===== src/rtl/multicycle_chunk_adder_pkg.sv =====
// Shared types and helpers for the multicycle chunk adder.
// FSM state encoding (2-bit) and chunk counter width helper.
package multicycle_chunk_adder_pkg;

    typedef enum logic [1:0] {
        ST_IDLE = 2'd0,
        ST_ADD  = 2'd1,
        ST_DONE = 2'd2
    } state_t;

    // Counter needs at least one bit even when only one chunk exists.
    function automatic int cnt_width(input int n);
        return (n > 1) ? $clog2(n) : 1;
    endfunction

endpackage


===== src/rtl/multicycle_chunk_adder_cla.sv =====
// carry_lookahead_adder: WIDTH-bit flat carry-lookahead slice.
// Ports: a, b, cin in; sum, cout, group_generate, group_propagate out.
module carry_lookahead_adder #(
    parameter int WIDTH = 8
) (
    input  logic [WIDTH-1:0] a,
    input  logic [WIDTH-1:0] b,
    input  logic             cin,
    output logic [WIDTH-1:0] sum,
    output logic             cout,
    output logic             group_generate,
    output logic             group_propagate
);

    logic [WIDTH-1:0] g;
    logic [WIDTH-1:0] p;
    logic [WIDTH:0]   c;
    logic             acc;
    logic             pp;

    // Each carry is a flat sum of generate terms gated by the
    // propagate chain above them, so no carry waits on another.
    always_comb begin
        g               = a & b;
        p               = a ^ b;
        c               = '0;
        c[0]            = cin;
        acc             = 1'b0;
        pp              = 1'b1;
        group_generate  = 1'b0;
        group_propagate = 1'b0;
        for (int i = 0; i < WIDTH; i++) begin
            acc = g[i];
            pp  = p[i];
            for (int j = i - 1; j >= 0; j--) begin
                acc = acc | (pp & g[j]);
                pp  = pp & p[j];
            end
            c[i+1] = acc | (pp & cin);
            if (i == WIDTH - 1) begin
                group_generate  = acc;
                group_propagate = pp;
            end
        end
        sum  = p ^ c[WIDTH-1:0];
        cout = c[WIDTH];
    end

endmodule


===== src/rtl/multicycle_chunk_adder.sv =====
// Adds two NUM_CHUNKS*CHUNK_WIDTH operands one chunk per cycle through
// a single lookahead slice, rippling the carry across cycles.
// Ports: clk, rst_n, in_valid/in_ready, x, y, carry_in,
//        out_valid/out_ready, z, carry_out, overflow (SIGNED_OVERFLOW_EN).
module multicycle_chunk_adder
    import multicycle_chunk_adder_pkg::*;
#(
    parameter  int CHUNK_WIDTH = 8,
    parameter  int NUM_CHUNKS  = 4,
    localparam int TOTAL_WIDTH = CHUNK_WIDTH * NUM_CHUNKS
) (
    input  logic                   clk,
    input  logic                   rst_n,
    input  logic                   in_valid,
    output logic                   in_ready,
    input  logic [TOTAL_WIDTH-1:0] x,
    input  logic [TOTAL_WIDTH-1:0] y,
    input  logic                   carry_in,
    output logic                   out_valid,
    input  logic                   out_ready,
    output logic [TOTAL_WIDTH-1:0] z,
    output logic                   carry_out
`ifdef SIGNED_OVERFLOW_EN
    ,
    output logic                   overflow
`endif
);

    localparam int CNT_W = cnt_width(NUM_CHUNKS);
    localparam logic [CNT_W-1:0] LAST = CNT_W'(NUM_CHUNKS - 1);

    state_t                 state_q;
    state_t                 state_d;
    logic [TOTAL_WIDTH-1:0] x_q;
    logic [TOTAL_WIDTH-1:0] y_q;
    logic [TOTAL_WIDTH-1:0] z_q;
    logic                   carry_q;
    logic                   cout_q;
    logic [CNT_W-1:0]       cnt_q;
    int unsigned            base;
    logic [CHUNK_WIDTH-1:0] a_chunk;
    logic [CHUNK_WIDTH-1:0] b_chunk;
    logic [CHUNK_WIDTH-1:0] sum_chunk;
    logic                   slice_cout;
    logic                   unused_gg;
    logic                   unused_gp;
    logic                   accept;
    logic                   last_chunk;

    assign in_ready   = (state_q == ST_IDLE);
    assign out_valid  = (state_q == ST_DONE);
    assign accept     = in_valid && in_ready;
    assign last_chunk = (cnt_q == LAST);
    assign z          = z_q;
    assign carry_out  = cout_q;

    assign base    = int'(cnt_q) * CHUNK_WIDTH;
    assign a_chunk = x_q[base +: CHUNK_WIDTH];
    assign b_chunk = y_q[base +: CHUNK_WIDTH];

    carry_lookahead_adder #(
        .WIDTH(CHUNK_WIDTH)
    ) u_cla (
        .a              (a_chunk),
        .b              (b_chunk),
        .cin            (carry_q),
        .sum            (sum_chunk),
        .cout           (slice_cout),
        .group_generate (unused_gg),
        .group_propagate(unused_gp)
    );

    always_ff @(posedge clk or negedge rst_n) begin
        if (!rst_n) begin
            state_q <= ST_IDLE;
        end else begin
            state_q <= state_d;
        end
    end

    always_comb begin
        state_d = state_q;
        unique case (state_q)
            ST_IDLE: if (in_valid)   state_d = ST_ADD;
            ST_ADD:  if (last_chunk) state_d = ST_DONE;
            ST_DONE: if (out_ready)  state_d = ST_IDLE;
            default: state_d = ST_IDLE;
        endcase
    end

    // carry_q holds carry_in on accept, then the slice carry of the
    // previous chunk for every following chunk.
    always_ff @(posedge clk or negedge rst_n) begin
        if (!rst_n) begin
            x_q     <= '0;
            y_q     <= '0;
            z_q     <= '0;
            carry_q <= 1'b0;
            cout_q  <= 1'b0;
            cnt_q   <= '0;
        end else if (accept) begin
            x_q     <= x;
            y_q     <= y;
            carry_q <= carry_in;
            cnt_q   <= '0;
        end else if (state_q == ST_ADD) begin
            z_q[base +: CHUNK_WIDTH] <= sum_chunk;
            carry_q <= slice_cout;
            if (last_chunk) begin
                cout_q <= slice_cout;
            end else begin
                cnt_q <= cnt_q + 1'b1;
            end
        end
    end

`ifdef SIGNED_OVERFLOW_EN
    logic ovf_q;

    // Result sign is the final slice's top sum bit.
    always_ff @(posedge clk or negedge rst_n) begin
        if (!rst_n) begin
            ovf_q <= 1'b0;
        end else if (state_q == ST_ADD && last_chunk) begin
            ovf_q <= (x_q[TOTAL_WIDTH-1] == y_q[TOTAL_WIDTH-1]) &&
                     (sum_chunk[CHUNK_WIDTH-1] != x_q[TOTAL_WIDTH-1]);
        end
    end

    assign overflow = ovf_q;
`endif

endmodule

===== config.mk =====
export PLATFORM = sky130hd
export DESIGN_NAME = multicycle_chunk_adder
export DESIGN_NICKNAME = d
export VERILOG_FILES = /design/src/rtl/multicycle_chunk_adder_pkg.sv /design/src/rtl/multicycle_chunk_adder_cla.sv /design/src/rtl/multicycle_chunk_adder.sv
export SDC_FILE = /design/constraint.sdc
export NUM_CORES = 1
export LEC_CHECK = 0
export CAP_MARGIN = 20
export CELL_PAD_IN_SITES_DETAIL_PLACEMENT = 1
export CELL_PAD_IN_SITES_GLOBAL_PLACEMENT = 1
export CORE_MARGIN = 5
export CORE_UTILIZATION = 40
export DETAILED_ROUTE_END_ITERATION = 8
export DONT_BUFFER_PORTS = 1
export PLACE_DENSITY = 0.66
export RECOVER_POWER = 100
export SLEW_MARGIN = 5
export SYNTH_ARGS = -nofsm -noshare
export SYNTH_HDL_FRONTEND = slang
export SYNTH_SLANG_ARGS = --single-unit

===== constraint.sdc =====
create_clock -name clk -period 3.7 [get_ports clk]
set_clock_uncertainty 0.2 [all_clocks]
set_input_delay 0.74 -clock clk [delete_from_list [all_inputs] [get_ports clk]]
set_output_delay 0.74 -clock clk [all_outputs]
set_load 0.05 [all_outputs]

; ---- Yosys cells after proc, flatten, opt, wreduce, memory -nomap -nowiden
; Cells that the tools add are included.
[op_classes]
reduce_logical = 7
n_addsub = 2
n_bitwise = 104
shifts = 4
eq_ne = 7
mux = 10
[ops]
columns = operator, n
row1 = AND 1 bit, 64
row2 = variable part select 32 x 6 -> 8 bit, 2
row3 = bitwise OR 1 bit, 36
row4 = negator 5 -> 34 bit, 1
row5 = "variable shift 8 x 34 -> 32 bit, first input constant", 1
row6 = variable part select 8 x 34 -> 32 bit, 1
row7 = bitwise mux 32 bit, 1
row8 = bitwise XOR 8 bit, 2
row9 = 2-to-1 mux 2 bit, 6
row10 = AND 8 bit, 1
row11 = "inequality test 2 bit, second input constant", 3
row12 = case mux 2 bit (3 select lines), 1
row13 = AND reduction 3 bit, 2
row14 = "== test 2 bit, second input constant", 2
row15 = AND reduction 2 bit, 2
row16 = "adder 2 x 1 -> 2 bit, second input constant", 1
row17 = "== test 2 x 1 -> 1 bit, second input constant", 1
row18 = zero test 2 bit, 1
row19 = 2-to-1 mux 1 bit, 2
row20 = "inequality test 2 x 1 -> 1 bit, second input constant", 1
row21 = nonzero test 2 bit, 1
row22 = logical AND 1 bit, 1
row23 = inverter 1 bit, 1
[totals]
reg_bits = 102
input_bits = 69

; ---- Depth between registers and ports, before layout
[logic_depth]
ltp_word = 13
depth_mapped = 9

; ---- By module
; From an unflattened synthesis, not the netlist that was laid out.
[unflattened]
hier_cells = 325
area_unflattened_um2 = 4697.0
[modules_own_cells]
columns = module, seq_area_each_um2, cells_per_inst, instances, area_each_um2
row1 = multicycle_chunk_adder, 2552.4, 274, 1, 4309.1
row2 = carry_lookahead_adder, 0.0, 51, 1, 387.9

; ---- Worst setup path after synthesis
; OpenSTA, ideal clock, no wires.
[synth_path]
path_type = flip-flop to flip-flop
from = register cnt_q[0]
to = register z_q[15], in the netlist z[15]
t_arrival_ns = 2.853
path_buffers = 1
setup_time_ns = 0.096
setup_slack_ns = 0.552
stages_incl_launch_ff = 8
cell_sequence = dfrtp_1 buf_1 mux4_2 ha_1 nand2_1 or4_4 and4b_4 o31ai_1
[synth_between]
elab_chain_len = 13
word_cells_on_any_way = 86
[synth_rtl]
columns = element, line
row1 = start: declaration, multicycle_chunk_adder.sv:39  ; logic [CNT_W-1:0] cnt_q;
row2 = start signal: assignment, multicycle_chunk_adder.sv:112  ; cnt_q <= cnt_q + 1'b1;
row3 = "variable part select 32 x 6 -> 8 bit, on equally long branches", "multicycle_chunk_adder.sv:58, multicycle_chunk_adder.sv:59"
row4 = bitwise XOR 8 bit or AND 8 bit (tied branches), "multicycle_chunk_adder_cla.sv:25, multicycle_chunk_adder_cla.sv:24"
row5 = "AND 1 bit, on equally long branches", "multicycle_chunk_adder_cla.sv:36, multicycle_chunk_adder_cla.sv:37"
row6 = bitwise OR 1 bit (tied with other cells) (5 in a row), multicycle_chunk_adder_cla.sv:36  ; acc = acc | (pp & g[j]);
row7 = bitwise OR 1 bit or AND 1 bit (tied branches), "multicycle_chunk_adder_cla.sv:36, multicycle_chunk_adder_cla.sv:39"
row8 = bitwise OR 1 bit, multicycle_chunk_adder_cla.sv:39  ; c[i+1] = acc | (pp & cin);
row9 = bitwise XOR 8 bit, multicycle_chunk_adder_cla.sv:45  ; sum = p ^ c[WIDTH-1:0];
row10 = variable part select 8 x 34 -> 32 bit, multicycle_chunk_adder.sv:107  ; z_q[base +: CHUNK_WIDTH] <= sum_chunk;
row11 = bitwise mux 32 bit *, multicycle_chunk_adder.sv:107
row12 = end signal: indexed assignment, multicycle_chunk_adder.sv:107
row13 = end: declaration, multicycle_chunk_adder.sv:36  ; logic [TOTAL_WIDTH-1:0] z_q;
; Every way passes the cells marked *; elsewhere a longest branch is shown, timed or not.
; A chain may end at the register's enable or synchronous reset.

; ---- Worst setup path in the final report
[layout_path]
from = register state_q[0]
to = register y_q[4]
[layout_between]
elab_chain_len = 2
[layout_rtl]
columns = element, line
row1 = start: declaration, multicycle_chunk_adder.sv:32  ; state_t state_q;
row2 = start signal: assignment, multicycle_chunk_adder.sv:77  ; state_q <= state_d;
row3 = zero test 2 bit, multicycle_chunk_adder.sv:50  ; assign in_ready = (state_q == ST_IDLE);
row4 = logical AND 1 bit, multicycle_chunk_adder.sv:52  ; assign accept = in_valid && in_ready;
row5 = end signal: assignment, multicycle_chunk_adder.sv:103  ; y_q <= y;
row6 = end: declaration, multicycle_chunk_adder.sv:35  ; logic [TOTAL_WIDTH-1:0] y_q;
; Every way passes these cells.

==> impl_metrics.tcl <==
set metrics [dict create \
    rsz0062_at_grt "false" \
    syn_area_mm2 0.00468 \
    worst_pin_slew_ns 2.48 \
    ys_types 37 \
    synth-seq-cells 102 \
    synth-adder-area-share_pct 4.44 \
    clockBufferDepth 2 \
    fin_area_mm2 0.00514 \
    area_growth_pct 10.0 \
    hold_path_class "reg -> reg" \
    cp.arrival_ns 3.42 \
    cp-start-kind "flip-flop" \
    dieArea_mm2 0.0140 \
    drv_cap 1 \
    h-tree-depth 3 \
    start_util_pct 41.0 \
    synth_top_family_by_area "multiplexers" \
    cts_buffers 9 \
    syn_area_per_cell_um2 14.0 \
    fmax_ghz 0.295 \
    grt_antenna_before_repair 5 \
    overflow 0 \
    routed_wl_um 10700 \
    worstPathRequired_ns 3.73 \
    die_h_um 118 \
    worst-setup-path-type "reg -> reg" \
    synth_xor_area_share_pct 0.562 \
    final_nets 423 \
    die_x_um 118 \
    drt_iter0_drc 110 \
    core_area_mm2 0.0114 \
    route.detailed.drc 0 \
    clk_latency_ns 0.35 \
    nFillCells 1183 \
    post_dp_cell_area_mm2 0.00484 \
    synth_edf_count 0 \
    critPathTopFamily "simple AND/OR/NAND/NOR gates" \
    status "finished with violations" \
    fp-row-count 39 \
    slew_headroom_pct -65.2 \
    layout-drive-gt1-share_pct 29.9 \
    fin_ws_ns 0.315 \
    port_buffers 0 \
    multi_input_area_mm2 0.00203 \
    grt_usage_pct 15.9 \
    grt_max_degree 103 \
    hold_viol 0 \
    clkTransAtPathRegs_ns 0.07 \
    violations "max-capacitance violations, max-slew violations" \
    reg2reg_slack_ns 0.32 \
    synth_top_area_share_pct 54.6 \
    setup_viol 0 \
    dpl_worst_slack_ns 0.459 \
    syn_inst 335 \
    synth_ff_type "dfrtp_1" \
    clock-sinks 102 \
    drv_slew 103 \
    critPathMaxFanout 27 \
    path_buf_inv 2 \
    synthSimpleGateAreaFrac_pct 6.15 \
    post-synth-top-area-cell "dfrtp_1" \
    endpoint_kind "flip-flop" \
    register_area_mm2 0.00255 \
    muxShareOfSynthArea_pct 23.4 \
    critPathSlowestCell "and2_1" \
    grt_pass1_vias 3172 \
    synth_warnings 0 \
    cts-root-buf "clkbuf_16" \
    synth_area_leaders "dfrtp_1, mux2_2, mux4_2, ha_1, a22o_1" \
    layout_min_cycle_time_ns 3.38 \
    cpPeakStageDelay_ns 1.02 \
    wl_per_cell_um 22.0 \
    path_cells "nor2_1 > clkbuf_1 > and2_1 > clkbuf_2 > mux2_2" \
    pin_count 104 \
    syn-num-nets 420 \
    vias 2749 \
    grt_pass1_wl_um 17500 \
    dpl.hpwl_um 7840 \
    via_per_inst 5.67 \
    period_share_pct 91.5 \
    seq_area_frac_synth_pct 54.6 \
    synthArstFlopShare_pct 100 \
    ant_nets 0 \
    gp_congestion 0.738 \
    fin_setup_tns_ns 0 \
    synth_compound_area_share_pct 9.10 \
    cts_tree "built" \
    dr.pass1.iters 4 \
]
[placed cells by master, fill, tap and decap left out, types with 4 or more instances in the layout]
cell type  count
nor2_1         8
nand2_1       31
mux4_2        16
clkbuf_16      9
mux2_2        65
o21ai_0        8
ha_1          15
o31ai_1       12
dfrtp_1      102
a22o_1        19
nand2b_1       4
inv_1          4
a21oi_1        5
[final timing paths]
kind	from	to	cells past startpoint
max	state_q[0]	y_q[4]	5
min	x_q[19]	x_q[19]	1
max reg2reg	state_q[0]	y_q[4]	5
min reg2reg	x_q[19]	x_q[19]	1
max in group asynchronous	rst_n	x_q[11]	1
min in group asynchronous	rst_n	z[17]	1
[layout make-up]
class                   count  share of cell area, %
diodes                      1                 0.0486
multi-input cells         215                   39.4
clock inverters             3                   1.34
flip-flops and latches    102                   49.6
well taps                 143                   3.48
clock buffers              11                   4.91
repair buffers              6                  0.948
inverters                   4                  0.292
[state kept, by name (all words and copies together), names as in the netlist]
signal and flops:
cnt_q 2, carry_out 1, x_q 32, z 32
carry_q 1, state_q 2, y_q 32
[routing by layer]
| metal | vias to the layer above | wire length, µm | part of all wire (%) | GRT usage (%) |
|---|---|---|---|---|
| met4 | 10 | 193 | 1.8 | 6.02 |
| met2 | 73 | 5260 | 49 | 25.6 |
| met5 | - | 69 | 0.65 | 0 |
| li1 | 1251 | - | - | - |
| met3 | 22 | 925 | 8.7 | 7.55 |
| met1 | 1393 | 4230 | 40 | 18.5 |
[what timing repair did]
item	4_1_cts	5_1_grt
gates resized for setup	0	0
hold endpoints to repair	102	0
hold buffers	1	0
setup buffers	0	0
[cells in the mapped netlist, drive strengths merged (2+ instances only)]
library cell  number
nor2               8
a21oi              5
inv                4
o31a               2
buf               11
nor2b              2
nand3              3
o21ai              8
or3                2
nand4              3
ha                15
dfrtp            102
a22o              19
clkbuf             3
a211oi             2
mux4              16
nand2             31
o21bai             2
nand2b             4
o31ai             12
xnor2              2
mux2              65
nor3               2
a21o               2
[kinds of logic after synthesis]
kind of cell	Yosys count
compound gates	55
xor+xnor	3
fa+ha+maj	16
buf+inv	18
flops	102
mux	81
simple gates	60
[metrics by stage]
stage | cells | hold WS (ns) | utilization [%]
after detailed placement | 469 | 0.251 | 42.4
after floorplan | 335 | 0.244 | -
final | 485 | 0.303 | 45.1
after CTS | 484 | 0.134 | 45.4
after global placement | 469 | 0.250 | 42.4
after global routing | 484 | 0.314 | 45.0
Power is not shown: default switching activity piles up to over one toggle a cycle in this logic, so the estimate is an artifact.
